### config.mk
export PLATFORM = sky130hd
export DESIGN_NAME = lnvd_band_norm
export DESIGN_NICKNAME = d
export VERILOG_FILES = /design/src/rtl/lnvd_pkg.sv /design/src/rtl/lnvd_norm_lane.sv /design/src/rtl/lnvd_band_norm.sv
export SDC_FILE = /design/constraint.sdc
export NUM_CORES = 1
export LEC_CHECK = 0
export CORE_MARGIN = 4
export CORE_UTILIZATION = 35
export CTS_CLUSTER_SIZE = 14
export DETAILED_ROUTE_END_ITERATION = 8
export PLACE_DENSITY = 0.55
export REMOVE_ABC_BUFFERS = 1
export SYNTH_ARGS = -nofsm -noshare
export SYNTH_HDL_FRONTEND = slang
export SYNTH_SLANG_ARGS = --single-unit
### constraint.sdc
create_clock -name clk -period 6.45 [get_ports clk]
set_input_delay 0.9675 -clock clk [delete_from_list [all_inputs] [get_ports clk]]
set_output_delay 0.9675 -clock clk [all_outputs]
set_load 0.05 [all_outputs]
### src/rtl/lnvd_pkg.sv
// Shared types and helpers for the LNVD band normaliser.
package lnvd_pkg;

  typedef enum logic [1:0] {
    StIdle = 2'd0,
    StProc = 2'd1,
    StHold = 2'd2
  } state_e;

  // Clamp a signed value into the range of a w-bit two's-complement number.
  function automatic logic signed [31:0] sat_w(input logic signed [31:0] v,
                                               input int unsigned w);
    logic signed [31:0] hi;
    logic signed [31:0] lo;
    hi = (32'sd1 <<< (w - 1)) - 32'sd1;
    lo = -hi - 32'sd1;
    if (v > hi) return hi;
    if (v < lo) return lo;
    return v;
  endfunction

  // Midscale mean (2^(w-1)) pre-scaled into the EMA accumulator domain.
  function automatic logic [31:0] acc_mid(input int unsigned w, input int unsigned alpha_shift);
    return 32'd1 << (w - 1 + alpha_shift);
  endfunction

endpackage

### src/rtl/lnvd_norm_lane.sv
// Combinational single-channel datapath: EMA DC removal plus optional power-of-two AGC.
// Gain stage present only when LNVD_NORM_AGC_EN is defined.
module lnvd_norm_lane
  import lnvd_pkg::*;
#(
  parameter int unsigned W           = 12,
  parameter int unsigned ALPHA_SHIFT = 4,
  parameter int unsigned DECAY_SHIFT = 4,
  parameter int unsigned MAX_SHIFT   = 4,
  parameter int unsigned GW          = $clog2(MAX_SHIFT + 1)
) (
  input  logic [W-1:0]             x,
  input  logic [W+ALPHA_SHIFT-1:0] acc,
  input  logic [W-1:0]             pk,
  output logic [W-1:0]             out,
  output logic [GW-1:0]            g,
  output logic [W+ALPHA_SHIFT-1:0] acc_next,
  output logic [W-1:0]             pk_next
);

  localparam int unsigned AccW = W + ALPHA_SHIFT;

  logic [W-1:0]        mean;
  logic [W:0]          diff;
  logic signed [31:0]  ac_wide;
  logic signed [W-1:0] ac;

  always_comb begin
    mean     = acc[AccW-1:ALPHA_SHIFT];
    diff     = {1'b0, x} - {1'b0, mean};
    ac_wide  = sat_w({{(31 - W){diff[W]}}, diff}, W);
    ac       = ac_wide[W-1:0];
    acc_next = acc + AccW'(x) - AccW'(mean);
  end

`ifdef LNVD_NORM_AGC_EN
  localparam int unsigned ExtW = W + MAX_SHIFT;
  localparam logic [ExtW-1:0] Lim = ExtW'({(W - 1){1'b1}});

  logic [W-1:0]       mag;
  logic [W-1:0]       decayed;
  logic signed [31:0] shifted;
  logic signed [31:0] out_wide;
  logic               unused_bits;

  always_comb begin
    mag = unsigned'(ac);
    if (ac[W-1]) mag = ~mag + W'(1);
    decayed = pk - (pk >> DECAY_SHIFT);
    pk_next = (mag > decayed) ? mag : decayed;
    // Largest shift keeping the tracked peak within positive full scale; zero peak gives max.
    g = '0;
    for (int unsigned s = 0; s <= MAX_SHIFT; s++) begin
      if ((ExtW'(pk_next) << s) <= Lim) g = GW'(s);
    end
    shifted  = {{(32 - W){ac[W-1]}}, ac} <<< g;
    out_wide = sat_w(shifted, W);
    out      = out_wide[W-1:0];
  end

  assign unused_bits = ^{ac_wide[31:W], out_wide[31:W]};
`else
  logic unused_bits;

  assign pk_next     = '0;
  assign g           = '0;
  assign out         = ac;
  assign unused_bits = ^{pk, ac_wide[31:W], (DECAY_SHIFT != 0), (MAX_SHIFT != 0)};
`endif

endmodule

### src/rtl/lnvd_band_norm.sv
// Multi-channel sample normaliser: one shared lane processes a captured frame channel by channel.
// Define LNVD_NORM_AGC_EN to enable the peak-tracking automatic gain stage.
module lnvd_band_norm
  import lnvd_pkg::*;
#(
  parameter int unsigned W           = 12,
  parameter int unsigned CH          = 4,
  parameter int unsigned ALPHA_SHIFT = 4,
  parameter int unsigned DECAY_SHIFT = 4,
  parameter int unsigned MAX_SHIFT   = 4,
  parameter int unsigned GW          = $clog2(MAX_SHIFT + 1)
) (
  input  logic             clk,
  input  logic             rst_n,
  input  logic             in_valid,
  output logic             in_ready,
  input  logic [CH*W-1:0]  in_data,
  output logic             out_valid,
  input  logic             out_ready,
  output logic [CH*W-1:0]  out_data,
  output logic [CH*GW-1:0] out_gain
);

  localparam int unsigned AccW = W + ALPHA_SHIFT;
  localparam int unsigned IdxW = (CH > 1) ? $clog2(CH) : 1;
  localparam logic [AccW-1:0] AccRst = AccW'(acc_mid(W, ALPHA_SHIFT));
  localparam logic [IdxW-1:0] LastIdx = IdxW'(CH - 1);

  state_e          state_q, state_d;
  logic [IdxW-1:0] idx_q;
  logic [CH*W-1:0] in_q;
  logic [AccW-1:0] acc_q [CH];
  logic [CH*W-1:0]  out_data_q;
  logic [CH*GW-1:0] out_gain_q;

  logic [W-1:0]    lane_x;
  logic [W-1:0]    lane_pk;
  logic [W-1:0]    lane_out;
  logic [W-1:0]    lane_pk_next;
  logic [AccW-1:0] lane_acc;
  logic [AccW-1:0] lane_acc_next;
  logic [GW-1:0]   lane_g;
  logic            accept;
  logic            last;

  assign in_ready  = (state_q == StIdle);
  assign out_valid = (state_q == StHold);
  assign accept    = in_valid && in_ready;
  assign last      = (idx_q == LastIdx);
  assign out_data  = out_data_q;
  assign out_gain  = out_gain_q;

  always_comb begin
    state_d = state_q;
    unique case (state_q)
      StIdle:  if (accept) state_d = StProc;
      StProc:  if (last) state_d = StHold;
      StHold:  if (out_ready) state_d = StIdle;
      default: state_d = StIdle;
    endcase
  end

  always_ff @(posedge clk or negedge rst_n) begin
    if (!rst_n) begin
      state_q <= StIdle;
      idx_q   <= '0;
      in_q    <= '0;
    end else begin
      state_q <= state_d;
      if (accept) begin
        in_q  <= in_data;
        idx_q <= '0;
      end else if (state_q == StProc) begin
        idx_q <= idx_q + IdxW'(1);
      end
    end
  end

  assign lane_x   = in_q[int'(idx_q) * W +: W];
  assign lane_acc = acc_q[idx_q];

  always_ff @(posedge clk or negedge rst_n) begin
    if (!rst_n) begin
      for (int c = 0; c < CH; c++) acc_q[c] <= AccRst;
    end else if (state_q == StProc) begin
      acc_q[idx_q] <= lane_acc_next;
    end
  end

`ifdef LNVD_NORM_AGC_EN
  logic [W-1:0] pk_q [CH];

  assign lane_pk = pk_q[idx_q];

  always_ff @(posedge clk or negedge rst_n) begin
    if (!rst_n) begin
      for (int c = 0; c < CH; c++) pk_q[c] <= '0;
    end else if (state_q == StProc) begin
      pk_q[idx_q] <= lane_pk_next;
    end
  end
`else
  logic unused_pk_next;

  assign lane_pk        = '0;
  assign unused_pk_next = ^lane_pk_next;
`endif

  // Output lanes fill in during PROC and stay frozen through HOLD.
  always_ff @(posedge clk or negedge rst_n) begin
    if (!rst_n) begin
      out_data_q <= '0;
      out_gain_q <= '0;
    end else if (state_q == StProc) begin
      out_data_q[int'(idx_q) * W +: W]   <= lane_out;
      out_gain_q[int'(idx_q) * GW +: GW] <= lane_g;
    end
  end

  lnvd_norm_lane #(
    .W          (W),
    .ALPHA_SHIFT(ALPHA_SHIFT),
    .DECAY_SHIFT(DECAY_SHIFT),
    .MAX_SHIFT  (MAX_SHIFT),
    .GW         (GW)
  ) u_lane (
    .x       (lane_x),
    .acc     (lane_acc),
    .pk      (lane_pk),
    .out     (lane_out),
    .g       (lane_g),
    .acc_next(lane_acc_next),
    .pk_next (lane_pk_next)
  );

endmodule

-- Word level (Yosys, flattened, before mapping)
Index checks and enable logic that the tools add are counted.
- add/subtract/negate cells: 6
- multiply operators: 2
- order comparisons: 4
- eq/ne operators: 6
- shift operators: 5
- multiplexer cells: 21
- bitwise operators: 1
- reductions and logical operators: 5
- operator list (kind ; number):
    64-bit bitwise mux ; 1
    48-bit bitwise mux ; 1
    12-bit 2-to-1 mux ; 4
    16-bit 2-to-1 mux ; 3
    12-bit by 34-bit variable shift with 48-bit output (first input constant) ; 1
    12-bit by 34-bit variable part select with 48-bit output ; 1
    48-bit by 7-bit variable part select with 12-bit output ; 1
    4-bit negation with 34-bit output ; 1
    6-bit negation with 34-bit output ; 1
    3-bit by 34-bit variable shift with 12-bit output (first input constant) ; 1
    3-bit by 34-bit variable part select with 12-bit output (first input constant) ; 1
    16-bit binary-select mux with 2-bit select ; 1
    16-bit demux with 2-bit select ; 1
    16-bit by 12-bit adder with 16-bit output ; 1
    16-bit by 12-bit subtractor with 16-bit output ; 1
    13-bit by 12-bit > comparator with 1-bit output (second input constant) ; 1
    13-bit by 12-bit < comparator with 1-bit output (second input constant) ; 1
    12-bit by 12-bit subtractor with 13-bit output ; 1
    12-bit bitwise mux ; 1
    2-bit 2-to-1 mux ; 5
    2-bit by 2-bit multiplier with 4-bit output (second input constant) ; 2
    2-bit one-hot mux with 3 select lines ; 1
    2-bit == test (second input constant) ; 2
    2-bit by 1-bit inequality test with 1-bit output (second input constant) ; 2
    other kinds (11) ; 14
- flip-flop bits (word level): 176
- input bits: 52
- output and inout bits: 62
- word-level logic and storage cells: 59

-- Depth between registers and ports, before layout
Gate-level depths: netlist of the first run.
- word-level depth: 12
- depth in mapped cells: 17
- gate-level depth less buffers: 15

-- Modules after synthesis
Synthesis of the first run repeated with hierarchy kept, for this count alone.
- cells, all modules: 837
- area total of the unflattened synthesis: 9598.0 µm²
- by module, submodules not included (module ; times used ; cells an instance ; area each (µm²) ; sequential area each (µm²)):
    lnvd_band_norm ; 1 ; 580 ; 7708.6 ; 4409.2
    lnvd_norm_lane ; 1 ; 257 ; 1889.3 ; 0.0

-- Worst setup path before layout of the first run
Ideal clock, no wire load.
- path kind: register to register
- start: register idx_q[0]
- end: register acc_q[62] in the netlist's numbering
- setup time: 0.134 ns
- arrival: 4.229 ns
- required time: 6.316 ns
- setup slack: 2.087 ns
- cell stages (with the launch flop): 15
- buffers on the path: 2
- period minus slack after synthesis: 4.363 ns
- cells stage by stage: dfrtp_1 -> clkbuf_1 -> buf_2 -> mux4_2 -> fa_1 -> inv_1 -> fa_1 -> nand2b_1 -> a21boi_0 -> o2111ai_1 -> a21oi_1 -> nor3_1 -> o41ai_1 -> xnor2_1 -> o21ai_0
- cells in the longest elaborated chain, start to end: 7
- elaborated cells between the ends (all ways): 14
- those cells by class: add/sub: 2; mul: 1; order compare: 2; shift: 1; mux: 6; bitwise: 1; reduce/logical: 1
- RTL lines (what ; line ; source):
    from (decl) ; lnvd_band_norm.sv:30 ; logic [IdxW-1:0] idx_q;
    from (signal assigned) ; lnvd_band_norm.sv:74 ; idx_q <= idx_q + IdxW'(1);
    branches (longest 6 deep; another with 16-bit by 12-bit adder with 16-bit output) ; n/a ;
    64-bit bitwise mux (*) ; lnvd_band_norm.sv:86 ; acc_q[idx_q] <= lane_acc_next;
    to (signal, indexed assignment) ; lnvd_band_norm.sv:86 ;
    to (decl) ; lnvd_band_norm.sv:32 ; logic [AccW-1:0] acc_q [CH];
Every way passes the cells marked *. The select of a mux whose other input is x is not followed.
A chain may end at the register's enable or synchronous reset.

-- Final worst setup path of the first run
- start: register idx_q[0]
- end: register out_data_q[13], in the netlist out_data[13]
- cells in the longest elaborated chain, start to end: 12
- elaborated cells between the ends (all ways): 19
- those cells by class: add/sub: 2; mul: 1; order compare: 2; shift: 3; mux: 10; bitwise: 1
- RTL lines (what ; line ; source):
    branches (longest 11 deep; another with 12-bit by 12-bit subtractor with 13-bit output) ; n/a ;
    48-bit bitwise mux (*) ; lnvd_band_norm.sv:115 ; out_data_q[int'(idx_q) * W +: W] <= lane_out;
    to (signal, indexed assignment) ; lnvd_band_norm.sv:115 ;
    to (decl) ; lnvd_band_norm.sv:33 ; logic [CH*W-1:0] out_data_q;
Marks and branches as above.

==> results of run 1 <==
## state kept, by name, indices dropped and copies added (netlist names)
name,cells
state_q,2
acc_q,64
out_data,48
idx_q,2
in_q,48
## synth_stat cells (6+ instances only)
cell type | n | area share, %
dfrtp_1 | 160 | 46
nand2_1 | 124 | 5.3
o21ai_0 | 100 | 5.7
inv_1 | 60 | 2.6
mux2_2 | 52 | 6.7
ha_1 | 34 | 4.9
clkbuf_1 | 29 | 1.2
mux4_2 | 28 | 7.2
a21oi_1 | 27 | 1.5
nor2_1 | 24 | 1.0
buf_4 | 14 | 1.2
fa_1 | 13 | 3.0
xnor2_1 | 13 | 1.3
nand2b_1 | 12 | 0.86
nor3_1 | 10 | 0.57
xor2_1 | 10 | 1.0
nand3_1 | 8 | 0.46
o221ai_1 | 7 | 0.70
o31ai_1 | 7 | 0.60
a21o_1 | 6 | 0.51
mux2i_1 | 6 | 0.68
or3_1 | 6 | 0.43
## area by class of cell
type                    count  area share [%]
flip-flops and latches    164            38.7
repair buffers            110            10.2
well taps                 324            3.81
clock inverters             9            1.02
multi-input cells         556            40.0
clock buffers              20            4.20
inverters                  61            2.15
## logic make-up after synthesis
| group | count (synthesis) | share of synthesized area, % |
|---|---|---|
| flip-flops | 164 | 46.8 |
| XOR/XNOR | 23 | 2.30 |
| AO/OA/AOI/OAI | 188 | 13.2 |
| other | 1 | 0.0428 |
| AND/OR/NAND/NOR | 199 | 9.77 |
| buffers and inverters | 109 | 5.31 |
| adder cells (fa/ha/maj) | 47 | 7.82 |
| multiplexers | 87 | 14.7 |
## critical path, delay by kind of cell (launching register included)
family / cells / cell delay, ns
flops: 1 / 0.75
mux: 2 / 1.19
fa+ha+maj: 1 / 0.36
simple gates: 3 / 0.61
buf+inv: 2 / 0.71
compound gates: 3 / 0.91
## through the flow
step | worst slack, ns | hold WS (ns) | std cells | cell area, um^2 | util (%)
after floorplan | 1.18 | 0.441 | 781 | 8580 | -
after global placement | 1.84 | 0.456 | 1215 | 10100 | 41.2
after detailed placement | 1.78 | 0.466 | 1215 | 10100 | 41.2
after CTS | 1.77 | 0.480 | 1244 | 10600 | 43.4
after global routing | 1.34 | 0.494 | 1244 | 10600 | 43.4
final | 1.81 | 0.472 | 1244 | 10600 | 43.4
## worst max-delay path by stage
stage	start	to	slack, ns
CTS	idx_q[0]$_DFFE_PN0P_	out_data[13]$_DFFE_PN0P_	1.77
global route	idx_q[0]$_DFFE_PN0P_	out_data[13]$_DFFE_PN0P_	1.34
finish	idx_q[0]$_DFFE_PN0P_	out_data[13]$_DFFE_PN0P_	1.81
detailed placement	idx_q[0]$_DFFE_PN0P_	out_data[13]$_DFFE_PN0P_	1.78
floorplan	idx_q[0]$_DFFE_PN0P_	out_data[10]$_DFFE_PN0P_	1.18
global placement	idx_q[0]$_DFFE_PN0P_	out_data[13]$_DFFE_PN0P_	1.84
## routing by layer
metal	share of wire, %	vias up
met2	46	127
met3	3.8	27
met4	1.9	0
li1	-	3005
met5	0	-
met1	48	3090
==> qor.yml, run 1 <==
finish:
  n_fill_cell: 2360
  layout_common_cells: "dfrtp_1, nand2_1, o21ai_0, clkdlybuf4s50_1, inv_1"
  nets: 1009
  synthToLayoutAreaGrowth_pct: 21.2
  final-seq-area_um2: 4110
  layout-drive-gt1-share_pct: 15.3
  multi_input_area_um2: 4250
  n_antenna_cell: 0
  final_common_cell: "dfrtp_1"
clock_tree:
  cts_tree: "yes"
  htreeDepth: 4
  clk_latency_ns: 0.43
  clk_path_buf_depth: 2
  cts_post_setup_buffers_inserted: 0
  cts_num_sinks: 164
  cts_resized: 0
  cts_root_buf: "clkbuf_16"
  postCtsHoldBufs: 0
  path_clk_slew_ns: 0.07
  cts_buffers: 17
timing:
  finalSetupViolCount: 0
  finalCriticalPeriod_ns: 4.64
  slew_viol_final: 0
  slew_headroom_pct: 36.8
  skew_ns: 0.0103
  max_freq_mhz: 215
  final-hold-violation-count: 0
  tightest_slew_ns: 0.944
  setup_tns_ns: 0
  fin_crit_sh_pct: 72.0
  rsz0062_at_grt: "false"
route:
  drtAntennaViolNets: 0
  drt_pass1_iterations: 5
  wirelength_um: 20700
  wire_per_inst_um: 16.6
  drt_iter0_drc: 313
  drcViolationCount: 0
  viasPerCell: 5.02
  vias: 6249
floorplan:
  die_w_um: 166
  start_util_pct: 35.9
  core_um2: 24500
  die_h_um: 166
  std_cell_rows: 57
  ios: 114
  dieArea_um2: 27700
hold_path:
  hold_path_startpoint: "out_data[0]$_DFFE_PN0P_"
  min_to: "out_data[0]$_DFFE_PN0P_"
  hp-class: "reg -> reg"
  hold_depth: 2
worst_setup_path:
  end_kind: "register"
  cp_slowest_stage_delay_ns: 0.75
  required_ns: 6.80
  critPathKind: "reg -> reg"
  r2r_setup_slack_ns: 1.81
  worst-path-max-fanout: 21
  start_kind: "register"
  timing.rr.end: "out_data[13]$_DFFE_PN0P_"
  slowest_stage: "dfrtp_2"
  cp_cell_sequence: "buf_4 -> buf_4 -> mux4_2 -> ha_1 -> nand3_1 -> a211oi_1 -> nor3_1 -> mux2i_2 -> o21ai_0 -> or2_0 -> o211ai_1"
  worstReg2RegStart: "idx_q[0]$_DFFE_PN0P_"
  crit_top_cell: "buf_4"
  arrival_ns: 4.99
  r2r_cells: 11
logic_synthesis:
  synth.ff_latch_count: 164
  yosysSeqAreaShare_pct: 46.8
  async_flop_share_pct: 100
  syn_area_per_cell_um2: 10.7
  synth_top_flop_cell: "dfrtp_1"
  yosysWarnings: 0
  synth_edf_count: 0
  synthCells: 818
  synthesis.area_um2: 8770
  synthDistinctLibCells: 57
global_route:
  grt_pass1_vias: 6584
  grtUsageMet3_pct: 3.09
  grt_pass1_wl_um: 34900
  grtUsageTotal_pct: 15.4
  grt.overflow.total: 0
  antenna_found_initial: 0
  grt_max_degree: 74
  busiest_layer: "met2"
  grtUsageMet1_pct: 21.0
  grt.met2_usage_pct: 24.8
status:
  outcome: "finished, final reports clean"
placement:
  routabilityCongestion: 0.831
  hpwlAfterDp_um: 14800
  io_buffers: 101
job:
  maxCapViolCount: 0
Power of run 1 is left out: the tool's default activity adds up to more than one toggle a clock period on the data nets, which glitch-free logic cannot reach.
==> run 2, diff against run 1 <==
- clock period: 6.45 -> 4.54 ns (I/O delays scaled with it)
==> run 2 against run 1 <==
Highest routed layer unchanged; critical path type unchanged; utilization rose by 0.42 points; worst setup slack got worse by 1.5 ns; die area did not move; critical endpoint is now acc_q[62]$_DFFE_PN0P_; sequential share of layout area fell by 0.37 points.
==> qor.yml, run 2 (synthesis gave the netlist of run 1 again) <==
route:
  drt_iter0_drc: 312  # -0.32%
  wire_per_inst_um: 16.6  # -0.48%
  vias: 6117  # -2.1%
  drcViolationCount: 0  # unchanged
  drtAntennaViolNets: 0  # unchanged
  drt_pass1_iterations: 4  # -1
  viasPerCell: 4.89  # -2.7%
  wirelength_um: 20700  # about the same
worst_setup_path:
  worst-path-max-fanout: 8  # -62%
  r2r_cells: 12  # +1
  worstSetupEndpoint: "acc_q[62]$_DFFE_PN0P_"
  timing.rr.end: "acc_q[62]$_DFFE_PN0P_"
  r2r_setup_slack_ns: 0.33  # -1.48 ns
  required_ns: 4.82  # -1.98 ns
  end_kind: "register"
  startpoint: "idx_q[0]$_DFFE_PN0P_"
  worstReg2RegStart: "idx_q[0]$_DFFE_PN0P_"
  critPathKind: "reg -> reg"
  arrival_ns: 4.48  # -0.51 ns
  start_kind: "register"
global_route:
  grt_max_degree: 89  # +20%
  antenna_found_initial: 0  # unchanged
  grt_pass1_wl_um: 34700  # -0.42%
  grt.overflow.total: 0  # unchanged
  grt_pass1_vias: 6524  # -0.91%
  grtUsageTotal_pct: 15.4  # about the same
clock_tree:
  clk_latency_ns: 0.42  # about the same
  postCtsHoldBufs: 0  # unchanged
  cts_buffers: 17  # unchanged
  cts_tree: "yes"
  clk_path_buf_depth: 2  # unchanged
  htreeDepth: 4  # unchanged
  cts_post_setup_buffers_inserted: 0  # unchanged
  cts_num_sinks: 164  # unchanged
  path_clk_slew_ns: 0.07  # about the same
  cts_root_buf: "clkbuf_16"
  cts_resized: 0  # unchanged
finish:
  finalInstanceArea_um2: 10700  # +0.98%
  layout_common_cells: "dfrtp_1, nand2_1, o21ai_0, clkdlybuf4s50_1, inv_1"
  n_antenna_cell: 0  # unchanged
  final_common_cell: "dfrtp_1"
  layout-drive-gt1-share_pct: 15.6  # +0.32 points
  largest_reg_flops: 64  # unchanged
  largest_register: "acc_q"
  synthToLayoutAreaGrowth_pct: 22.3
  nets: 1013  # +0.40%
floorplan:
  die_h_um: 166  # unchanged
  core_um2: 24500  # unchanged
  dieArea_um2: 27700  # unchanged
  start_util_pct: 35.9  # unchanged
  std_cell_rows: 57  # unchanged
  ios: 114  # unchanged
  die_w_um: 166  # unchanged
status:
  outcome: "finished, final reports clean"
timing:
  rsz0062_at_grt: "false"
  slew_headroom_pct: 38.1  # +1.3 points
  finalCriticalPeriod_ns: 4.21  # -0.434 ns
  fin_crit_sh_pct: 92.7  # +21 points
  tightest_slew_ns: 0.926  # -0.0180 ns
  finalSetupViolCount: 0  # unchanged
  slew_viol_final: 0  # unchanged
  skew_ns: 0.0116  # +0.00132 ns
  max_freq_mhz: 238  # +10%
  final-hold-violation-count: 0  # unchanged
placement:
  routabilityCongestion: 0.906  # +9.0%
  dpl_cell_area_um2: 10100  # +0.47%
  io_buffers: 101  # unchanged
  hpwlAfterDp_um: 14800  # +0.15%
job:
  maxCapViolCount: 0  # unchanged
hold_path:
  hp-class: "in -> async"
run 2: cell count changes in the layout (fill, tap and decap cells not counted):
cell        previous run  this run
clkinvlp_4             4         1
clkinv_4               1         4
buf_4                  9        11
nand2_1              121       124
clkbuf_8               1         2
inv_6                  0         1
buf_12                 0         2
bufinv_16              2         3
nand2_2                3         0
run 2: worst max-delay path, cell delays in order (launching register included):
cell and delay [ns]:
dfrtp_2 0.55, mux4_2 0.62, fa_1 0.58, inv_1 0.07, fa_1 0.47, nand2b_1 0.17
a21boi_0 0.28, o2111ai_1 0.18, a21oi_1 0.24, nor3_1 0.11, o41ai_1 0.44, xnor2_1 0.24
o21ai_0 0.12
run 2: layout make-up:
class	count	area, um^2
Clock buffer	21	460
Tap cell	324	405
Inverter	61	229
Sequential cell	164	4110
Fill cell	2374	13700
Timing Repair Buffer	114	1130
Clock inverter	11	151
Multi-Input combinational cell	556	4240
run 2: how the worst min path moves through the flow:
stage	slack, ns	cells past startpoint	end
5_1_grt	0.37	1	in_q[25]$_DFFE_PN0P_
3_5_place_dp	0.46	2	acc_q[48]$_DFFE_PN0P_
4_1_cts	0.36	1	in_q[25]$_DFFE_PN0P_
6_report	0.30	1	in_q[25]$_DFFE_PN0P_
3_3_place_gp	0.46	2	acc_q[55]$_DFFE_PN0P_
2_1_floorplan	0.39	0	acc_q[0]$_DFFE_PN0P_
run 2: per-layer routing:
| metal | global-route usage, % | up-vias | part of all wire [%] |
|---|---|---|---|
| li1 | - | 3014 | - |
| met4 | 3.84 | 0 | 1.0 |
| met2 | 25.5 | 126 | 47 |
| met5 | 0 | - | 0 |
| met1 | 21.2 | 2959 | 48 |
| met3 | 2.76 | 18 | 4.2 |
run 2: through the flow:
stage / util (%) / setup slack (ns) / setup TNS [ns] / hold WS [ns] / std cells
final: 43.9 / 0.332 / 0 / 0.303 / 1251
after detailed placement: 41.4 / 0.381 / 0 / 0.461 / 1219
after floorplan: - / -0.734 / -27.01 / 0.385 / 781
after CTS: 43.9 / 0.322 / 0 / 0.362 / 1251
after global routing: 43.9 / 0.0318 / 0 / 0.370 / 1251
after global placement: 41.4 / 0.426 / 0 / 0.456 / 1219
Power of run 2 is left out for the same reason.
